### src/rtl/scrambler_pkg.sv
// Shared constants and types for the parallel LFSR scrambler family.
// Defaults reproduce the 802.11b x^7 + x^4 + 1 scrambler.
package scrambler_pkg;

  localparam int unsigned LFSR_W_80211B    = 7;
  localparam logic [6:0]  TAPS_80211B      = 7'b1001000;
  localparam logic [6:0]  SEED_80211B_LONG = 7'b1101100;

  typedef enum logic [0:0] {
    StIdle,
    StRun
  } scr_state_e;

endpackage

### src/rtl/lfsr_step.sv
// Combinational DATA_W-bit unroll of the additive/self-synchronising LFSR.
// Bit 0 is processed first; also reused by the BIST pattern generator.
module lfsr_step
  import scrambler_pkg::*;
#(
  parameter int unsigned       LFSR_W = LFSR_W_80211B,
  parameter logic [LFSR_W-1:0] TAPS   = TAPS_80211B,
  parameter int unsigned       DATA_W = 8
) (
  input  logic [LFSR_W-1:0] state_i,
  input  logic [DATA_W-1:0] data_i,
  input  logic              descramble_i,
  output logic [LFSR_W-1:0] next_state_o,
  output logic [DATA_W-1:0] out_data_o
);

  logic [LFSR_W-1:0] s;

  always_comb begin
    s          = state_i;
    out_data_o = '0;
    for (int i = 0; i < DATA_W; i++) begin
      out_data_o[i] = data_i[i] ^ (^(s & TAPS));
      // Scrambler feeds back its own output; descrambler feeds back the line bit.
      s = {s[LFSR_W-2:0], descramble_i ? data_i[i] : out_data_o[i]};
    end
    next_state_o = s;
  end

endmodule

### src/rtl/lfsr_scrambler_par.sv
// Multi-bit-per-cycle LFSR scrambler/descrambler with valid/ready streaming,
// runtime seed load and per-frame auto-reseed.
module lfsr_scrambler_par
  import scrambler_pkg::*;
#(
  parameter int unsigned       LFSR_W      = LFSR_W_80211B,
  parameter logic [LFSR_W-1:0] TAPS        = TAPS_80211B,
  parameter logic [LFSR_W-1:0] SEED        = '0,
  parameter int unsigned       DATA_W      = 8,
  parameter bit                AUTO_RESEED = 1'b1
) (
  input  logic              clock,
  input  logic              reset,
  input  logic              descramble,
  input  logic              seed_load,
  input  logic [LFSR_W-1:0] seed_value,
  input  logic [DATA_W-1:0] in_data,
  input  logic              in_valid,
  input  logic              in_last,
  output logic              in_ready,
  output logic [DATA_W-1:0] out_data,
  output logic              out_valid,
  output logic              out_last,
  input  logic              out_ready,
  output logic [LFSR_W-1:0] state_out,
  output logic [15:0]       beat_count
);

  logic [LFSR_W-1:0] state_q, state_d, step_state, step_next;
  logic [DATA_W-1:0] out_data_q, out_data_d, step_out;
  logic              out_valid_q, out_valid_d;
  logic              out_last_q, out_last_d;
  logic [15:0]       count_q, count_d;
  scr_state_e        fsm_q, fsm_d;
  logic              accept;

  assign in_ready = !out_valid_q || out_ready;
  assign accept   = in_valid && in_ready;
  // A seed_load coinciding with a beat seeds that very beat.
  assign step_state = seed_load ? seed_value : state_q;

  lfsr_step #(
    .LFSR_W (LFSR_W),
    .TAPS   (TAPS),
    .DATA_W (DATA_W)
  ) u_step (
    .state_i      (step_state),
    .data_i       (in_data),
    .descramble_i (descramble),
    .next_state_o (step_next),
    .out_data_o   (step_out)
  );

  always_comb begin
    state_d     = step_state;
    out_data_d  = out_data_q;
    out_valid_d = out_valid_q;
    out_last_d  = out_last_q;
    count_d     = count_q;
    fsm_d       = fsm_q;
    if (accept) begin
      state_d     = (AUTO_RESEED && in_last) ? SEED : step_next;
      out_data_d  = step_out;
      out_valid_d = 1'b1;
      out_last_d  = in_last;
      if (in_last) begin
        fsm_d   = StIdle;
        count_d = '0;
      end else begin
        fsm_d = StRun;
        if (fsm_q == StIdle) begin
          count_d = 16'd1;
        end else if (count_q != 16'hFFFF) begin
          count_d = count_q + 16'd1;
        end
      end
    end else if (out_ready) begin
      out_valid_d = 1'b0;
    end
  end

  always_ff @(posedge clock) begin
    if (reset) begin
      state_q     <= SEED;
      out_data_q  <= '0;
      out_valid_q <= 1'b0;
      out_last_q  <= 1'b0;
      count_q     <= '0;
      fsm_q       <= StIdle;
    end else begin
      state_q     <= state_d;
      out_data_q  <= out_data_d;
      out_valid_q <= out_valid_d;
      out_last_q  <= out_last_d;
      count_q     <= count_d;
      fsm_q       <= fsm_d;
    end
  end

  assign out_data   = out_data_q;
  assign out_valid  = out_valid_q;
  assign out_last   = out_last_q;
  assign state_out  = state_q;
  assign beat_count = count_q;

endmodule

### config.mk
export PLATFORM = sky130hd
export DESIGN_NAME = lfsr_scrambler_par
export DESIGN_NICKNAME = d
export VERILOG_FILES = /design/src/rtl/scrambler_pkg.sv /design/src/rtl/lfsr_step.sv /design/src/rtl/lfsr_scrambler_par.sv
export SDC_FILE = /design/constraint.sdc
export NUM_CORES = 1
export LEC_CHECK = 0
export CORE_MARGIN = 8
export CORE_UTILIZATION = 39
export CTS_CLUSTER_SIZE = 28
export DETAILED_ROUTE_END_ITERATION = 8
export HOLD_SLACK_MARGIN = 0.02
export PLACE_DENSITY = 0.64
export SLEW_MARGIN = 20
export SYNTH_ARGS = -nofsm -noshare
export SYNTH_HDL_FRONTEND = slang
export SYNTH_SLANG_ARGS = --single-unit
### constraint.sdc
create_clock -name clock -period 2.1 [get_ports clock]
set_clock_uncertainty 0.05 [all_clocks]
set_input_delay 0.21 -clock clock [delete_from_list [all_inputs] [get_ports clock]]
set_output_delay 0.21 -clock clock [all_outputs]
set_load 0.05 [all_outputs]
==> results.yml, run 1 <==
status:
  outcome: "complete, no violations"
finish:
  final_common_cell: "clkdlybuf4s50_1"
  layout_common_cells: "54 x clkdlybuf4s50_1, 36 x nor2_1, 31 x dfxtp_1, 22 x buf_4, 21 x xor2_1"
  nets: 311
  layout-drive-gt1-share: 0.145
  diodes: 0
  area_delta_synth_final_pct: 43.8
route:
  wl_um: 5000
  drt_pass1_iterations: 4
  via_per_inst: 4.94
  vias: 1759
  drc: 0
  ant_nets: 0
  drtIter0Drc: 86
  routedWlPerCell_um: 14.0
logic_synthesis:
  netlist_top_cells_area: "dfxtp_1 35%, xor2_1 9.6%, xnor2_1 7.3%, nor2_1 7.0%, mux2i_1 6.8%"
  netlist_area_um2: 1920
  yosysTopAreaCell: "dfxtp_1"
  ys_seq_area_frac: 0.354
  synthCells: 215
  synth_top_area_share: 0.354
  postSynthAreaPerCell_um2: 8.95
  yosys_warnings: 0
  synth-seq-cells: 34
  mappedNetlistNets: 238
  ys_types: 41
floorplanning:
  ios: 56
  start_util: 0.405
  num_rows: 25
  die_area_um2: 7440
  die_h_um: 86.2
  coreArea_um2: 4750
  die_w_um: 86.2
timing:
  max_slew.worst_pin.slew_ns: 0.508
  finalCritPeriodShare: 0.920
  slew_violations: 0
  fin_ws_ns: 0.169
  fmax_mhz: 518
  hold_ws_ns: 0.419
  report.final.setup_viol: 0
  hold_viol: 0
  rsz0062_at_grt: "false"
  fin_crit_ns: 1.93
  relSlewSlack: 0.661
cts:
  ctsLongestPathBuffers: 2
  cts_max_level: 2
  insertion_delay_ns: 0.29
  post_cts_buffers: 0
  cts_made_buffers: 5
  clock_sinks: 34
  holdBufCountCts: 0
  cts_tree: "yes"
  cts_root_buffer: "clkbuf_8"
  clk_pin_slew_ns: 0.07
setup_path:
  cp_top_family: "simple AND/OR/NAND/NOR gates"
  critical_path_arrival_ns: 2.04
  cp.buffers_inverters: 0
  start_kind: "register"
  endpoint_kind: "register"
  crit_path_top_delay_cell: "or3_1"
  crit_fanout: 6
  crit_chain: "ha_2 > nand3_1 > or3_1 > a2111oi_4 > xnor2_1 > nor2_1"
  critPathRequiredTime_ns: 2.21
  path_class: "register to register"
  max_stage_delay_ns: 0.41
pwr:
  power_leakage_nw: 1.03
  p_per_area_nw_per_um2: 625
  vdd_ir_drop_max_mv: 0.295
hold_path:
  hold_path_class: "register to register"
global_route:
  grt_pass1_vias: 1726
  grt.busiest_layer: "met2"
  use_met2: 0.216
  grt_pass1_wl_um: 8330
  use_met3: 0.0416
  antenna_found_initial: 0
  gr-usage-all-layers: 0.139
  grt_max_degree: 16
  grt_util_met1: 0.179
  overflow: 0
place:
  place_ws_ns: -0.0773
  routabilityCongestion: 0.771
  portBuffers: 55
  hpwl_um: 3920
run:
  maxCapViolCount: 0
[layout make-up]
class,instances,area [µm²]
clock buffers,7,86.3
clock inverters,1,5.00
fillers,465,1990
inverters,3,11.3
multi-input cells,168,1190
flip-flops and latches,34,684
well taps,67,83.8
repair buffers,76,706
[cells in the mapped netlist (all sizes together)]
master and n:
a21oi 7, and3b 1, and4 2, or4 3, xor2 21, ha 1
o311ai 4, dfxtp 34, a311oi 1, xnor2 17, xnor3 1, nor4b 3
nand3 5, o211ai 1, nand2b 3, or3 4, inv 3, nand3b 2
o21ai 8, a2111oi 2, nand4 3, or4b 1, and2 3, mux2i 14
buf 2, nand2 13, clkbuf 8, nor3 3, nor4 1, a21o 1
and3 2, a211oi 5, nor2 36
[where the power goes]
| part | switching [W] | leakage [nW] | internal, W | total [W] |
|---|---|---|---|---|
| registers | 0.0000258 | 0.279 | 0.000679 | 0.000705 |
| logic | 0.000291 | 0.704 | 0.000235 | 0.000526 |
| clock network | 0.000235 | 0.0482 | 0.000264 | 0.000499 |
| total | 0.000552 | 1.03 | 0.00118 | 0.00173 |
[logic make-up (layout without fill, tap and decap cells)]
family	count (synthesis)	after routing	synth area share
AND/OR/NAND/NOR	85	85	0.230
adder cells (fa/ha/maj)	1	1	0.00650
flip-flops	34	34	0.354
XOR/XNOR	39	39	0.189
AO/OA/AOI/OAI	29	29	0.118
multiplexers	14	14	0.0748
buffers and inverters	13	87	0.0293
[worst reg2reg max path, stage by stage, from the launching register on]
cell	delay [ns]
dfxtp_2	0.38
ha_2	0.24
nand3_1	0.17
or3_1	0.41
a2111oi_4	0.34
xnor2_1	0.15
nor2_1	0.05
[through the flow]
| step | instances | TNS, ns | total power [W] | area [µm²] | util |
|---|---|---|---|---|---|
| after CTS | 356 | 0 | 0.00175 | 2760 | 0.581 |
| after detailed placement | 348 | -0.246 | 0.00125 | 2670 | 0.562 |
| after global placement | 348 | -0.0869 | 0.00125 | 2670 | 0.562 |
| after floorplan | 215 | 0 | 0.00104 | 1930 | - |
| after global routing | 356 | 0 | 0.00183 | 2770 | 0.582 |
| final | 356 | 0 | 0.00173 | 2770 | 0.582 |
[routing by layer]
layer | wire length, µm | vias to the layer above
met5 | 0 | -
met4 | 61 | 0
met2 | 2220 | 41
met3 | 249 | 6
li1 | - | 896
met1 | 2460 | 816
[sequential cells by signal, summed over array words and instances (netlist names)]
name and flops:
fsm_q 1, beat_count 16, out_last 1, out_data 8, out_valid 1, state_out 7
[path summary, 6_finish.rpt]
| check | from | end | slack (ns) | depth (start not counted) |
|---|---|---|---|---|
| setup reg to reg | beat_count[0] | beat_count[14] | 0.17 | 6 |
| setup / recovery | beat_count[0] | beat_count[14] | 0.17 | 6 |
| hold reg to reg | out_last | out_last | 0.42 | 2 |
| hold / removal | out_last | out_last | 0.42 | 2 |
[repair_timing]
item | in CTS | in global routing
endpoints found under the hold margin | 0 | 0
gates resized for setup | 0 | 1
endpoints found under the setup margin | 0 | 1
Power figures use the tool's default switching activity.
==> run 2: changes to the inputs <==
--- a/config.mk
+++ b/config.mk
@@ -5,6 +5,7 @@
 export SDC_FILE = /design/constraint.sdc
 export NUM_CORES = 1
 export LEC_CHECK = 0
+export ABC_AREA = 1
 export CORE_MARGIN = 8
 export CORE_UTILIZATION = 39
 export CTS_CLUSTER_SIZE = 28
==> results.yml, run 2 <==
status:
  outcome: "complete, no violations"
logic_synthesis:
  async_flop_share: 0
  synth_commonest_cells: "83 x nand2_1, 34 x dfxtp_1, 29 x inv_1"
  mappedNetlistNets: 312
  ys_types: 31
  synth-seq-cells: 34
  netlist_area_um2: 1900
  yosysMostFrequentCell: "nand2_1"
  synth_top_area_share: 0.358
  ys_seq_area_frac: 0.358
  synthCells: 289
  synth_ff_type: "dfxtp_1"
  postSynthAreaPerCell_um2: 6.57
  netlist_top_cells_area: "dfxtp_1 36%, nand2_1 16%, a21oi_1 7.4%, nand3_1 7.4%, inv_1 5.7%"
  yosysTopAreaCell: "dfxtp_1"
  synth_edf_count: 0
  yosys_warnings: 0
floorplanning:
  die_area_um2: 7360
  coreArea_um2: 4720
  die_h_um: 85.8
  start_util: 0.402
  die_w_um: 85.8
  num_rows: 25
  ios: 56
finish:
  final_common_cell: "nand2_1"
  nets: 376
  layout_common_cells: "83 x nand2_1, 54 x clkdlybuf4s50_1, 34 x dfxtp_1, 29 x inv_1"
  diodes: 0
  fill_cells: 467
  layout-drive-gt1-share: 0.107
  design_area_um2: 2650
  multi_input_area_um2: 1040
  final_util: 0.560
  area_delta_synth_final_pct: 39.3
  largest_register_ffs: 16
  seq_area_um2: 681
pwr:
  power_leakage_nw: 1.12
  vdd_ir_drop_max_mv: 0.442
  p_per_area_nw_per_um2: 622
route:
  drt_pass1_iterations: 6
  drc: 0
  wl_um: 5360
  ant_nets: 0
  via_per_inst: 4.79
  vias: 2016
  drtIter0Drc: 126
  routedWlPerCell_um: 12.7
cts:
  cts_root_buffer: "clkbuf_8"
  ctsLongestPathBuffers: 2
  cts_tree: "yes"
  insertion_delay_ns: 0.29
  clock_sinks: 34
  cts_resized: 0
  holdBufCountCts: 0
  clk_pin_slew_ns: 0.07
  post_cts_buffers: 0
  cts_max_level: 2
  cts_made_buffers: 5
timing:
  fin_setup_tns_ns: 0
  slew_violations: 0
  fin_crit_ns: 1.89
  fmax_mhz: 529
  fin_ws_ns: 0.210
  finalCritPeriodShare: 0.900
  report.final.setup_viol: 0
  max_slew.worst_pin.slew_ns: 0.512
  relSlewSlack: 0.658
  hold_viol: 0
  rsz0062_at_grt: "false"
setup_path:
  crit_fanout: 8
  start_kind: "register"
  critical_path_arrival_ns: 2.05
  path_class: "register to register"
  cp-startpoint: "beat_count[1]"
  rr_startpoint: "beat_count[1]"
  endpoint_kind: "register"
  critPathRequiredTime_ns: 2.26
global_route:
  overflow: 0
  grt_max_degree: 17
  gr-usage-all-layers: 0.150
  grt_pass1_vias: 1861
  grt_pass1_wl_um: 8900
  antenna_found_initial: 0
hold_path:
  hold_path_class: "register to register"
  min-delay-start: "beat_count[2]"
run:
  maxCapViolCount: 0
place:
  routabilityCongestion: 0.865
  dpl_cell_area_um2: 2550
  portBuffers: 55
  hpwl_um: 4130
  place_ws_ns: 0.0645
run 2: worst paths after layout:
| path | endpoint | slack, ns | cells past startpoint |
|---|---|---|---|
| max reg2reg | beat_count[14] | 0.21 | 10 |
| min | beat_count[2] | 0.43 | 2 |
| min reg2reg | beat_count[2] | 0.43 | 2 |
| max | beat_count[14] | 0.21 | 10 |
run 2: power breakdown:
group          switching [W]  internal (W)
Clock               0.000243      0.000265
Sequential         0.0000185      0.000676
Combinational       0.000282      0.000162
Total               0.000543       0.00110
run 2: kinds of logic (layout without fill, tap and decap cells):
logic type / count (synthesis) / count (layout) / synth area share
adders and majority gates: 1 / 1 / 0.00659
and+or+nand+nor: 159 / 159 / 0.372
xor gates and xnor gates: 5 / 5 / 0.0231
AOI/OAI and AO/OA: 49 / 49 / 0.144
buffers and inverters: 41 / 106 / 0.0955
DFF: 34 / 34 / 0.358
run 2: layout make-up:
type                    count  area share
multi-input cells         214       0.392
inverters                  34      0.0520
clock buffers               7      0.0326
clock inverters             1     0.00189
well taps                  67      0.0317
repair buffers             64       0.233
flip-flops and latches     34       0.257
run 2: per-stage QoR:
stage	hold WS, ns	instances	total power [W]
floorplan	0.320	289	0.000990
global placement	0.415	413	0.00115
detailed placement	0.425	413	0.00115
CTS	0.437	421	0.00165
global route	0.452	421	0.00172
finish	0.431	421	0.00164
run 2: metal layers:
metal / track usage / vias up / wire, µm / part of all wire
li1: - / 1070 / - / -
met1: 0.208 / 881 / 2740 / 0.51
met2: 0.207 / 63 / 2110 / 0.39
met3: 0.0583 / 2 / 486 / 0.091
met4: 0.0398 / 0 / 20 / 0.0037
met5: 0 / - / 0 / 0
run 2: worst max-delay path: stages, from the launching register on:
cell	delay, ns
dfxtp_1	0.39
ha_1	0.18
nand2_1	0.10
nor2_1	0.19
nand3_1	0.10
nor2_1	0.14
nor2_2	0.09
inv_4	0.12
o21ai_4	0.09
buf_4	0.17
nor3_1	0.19
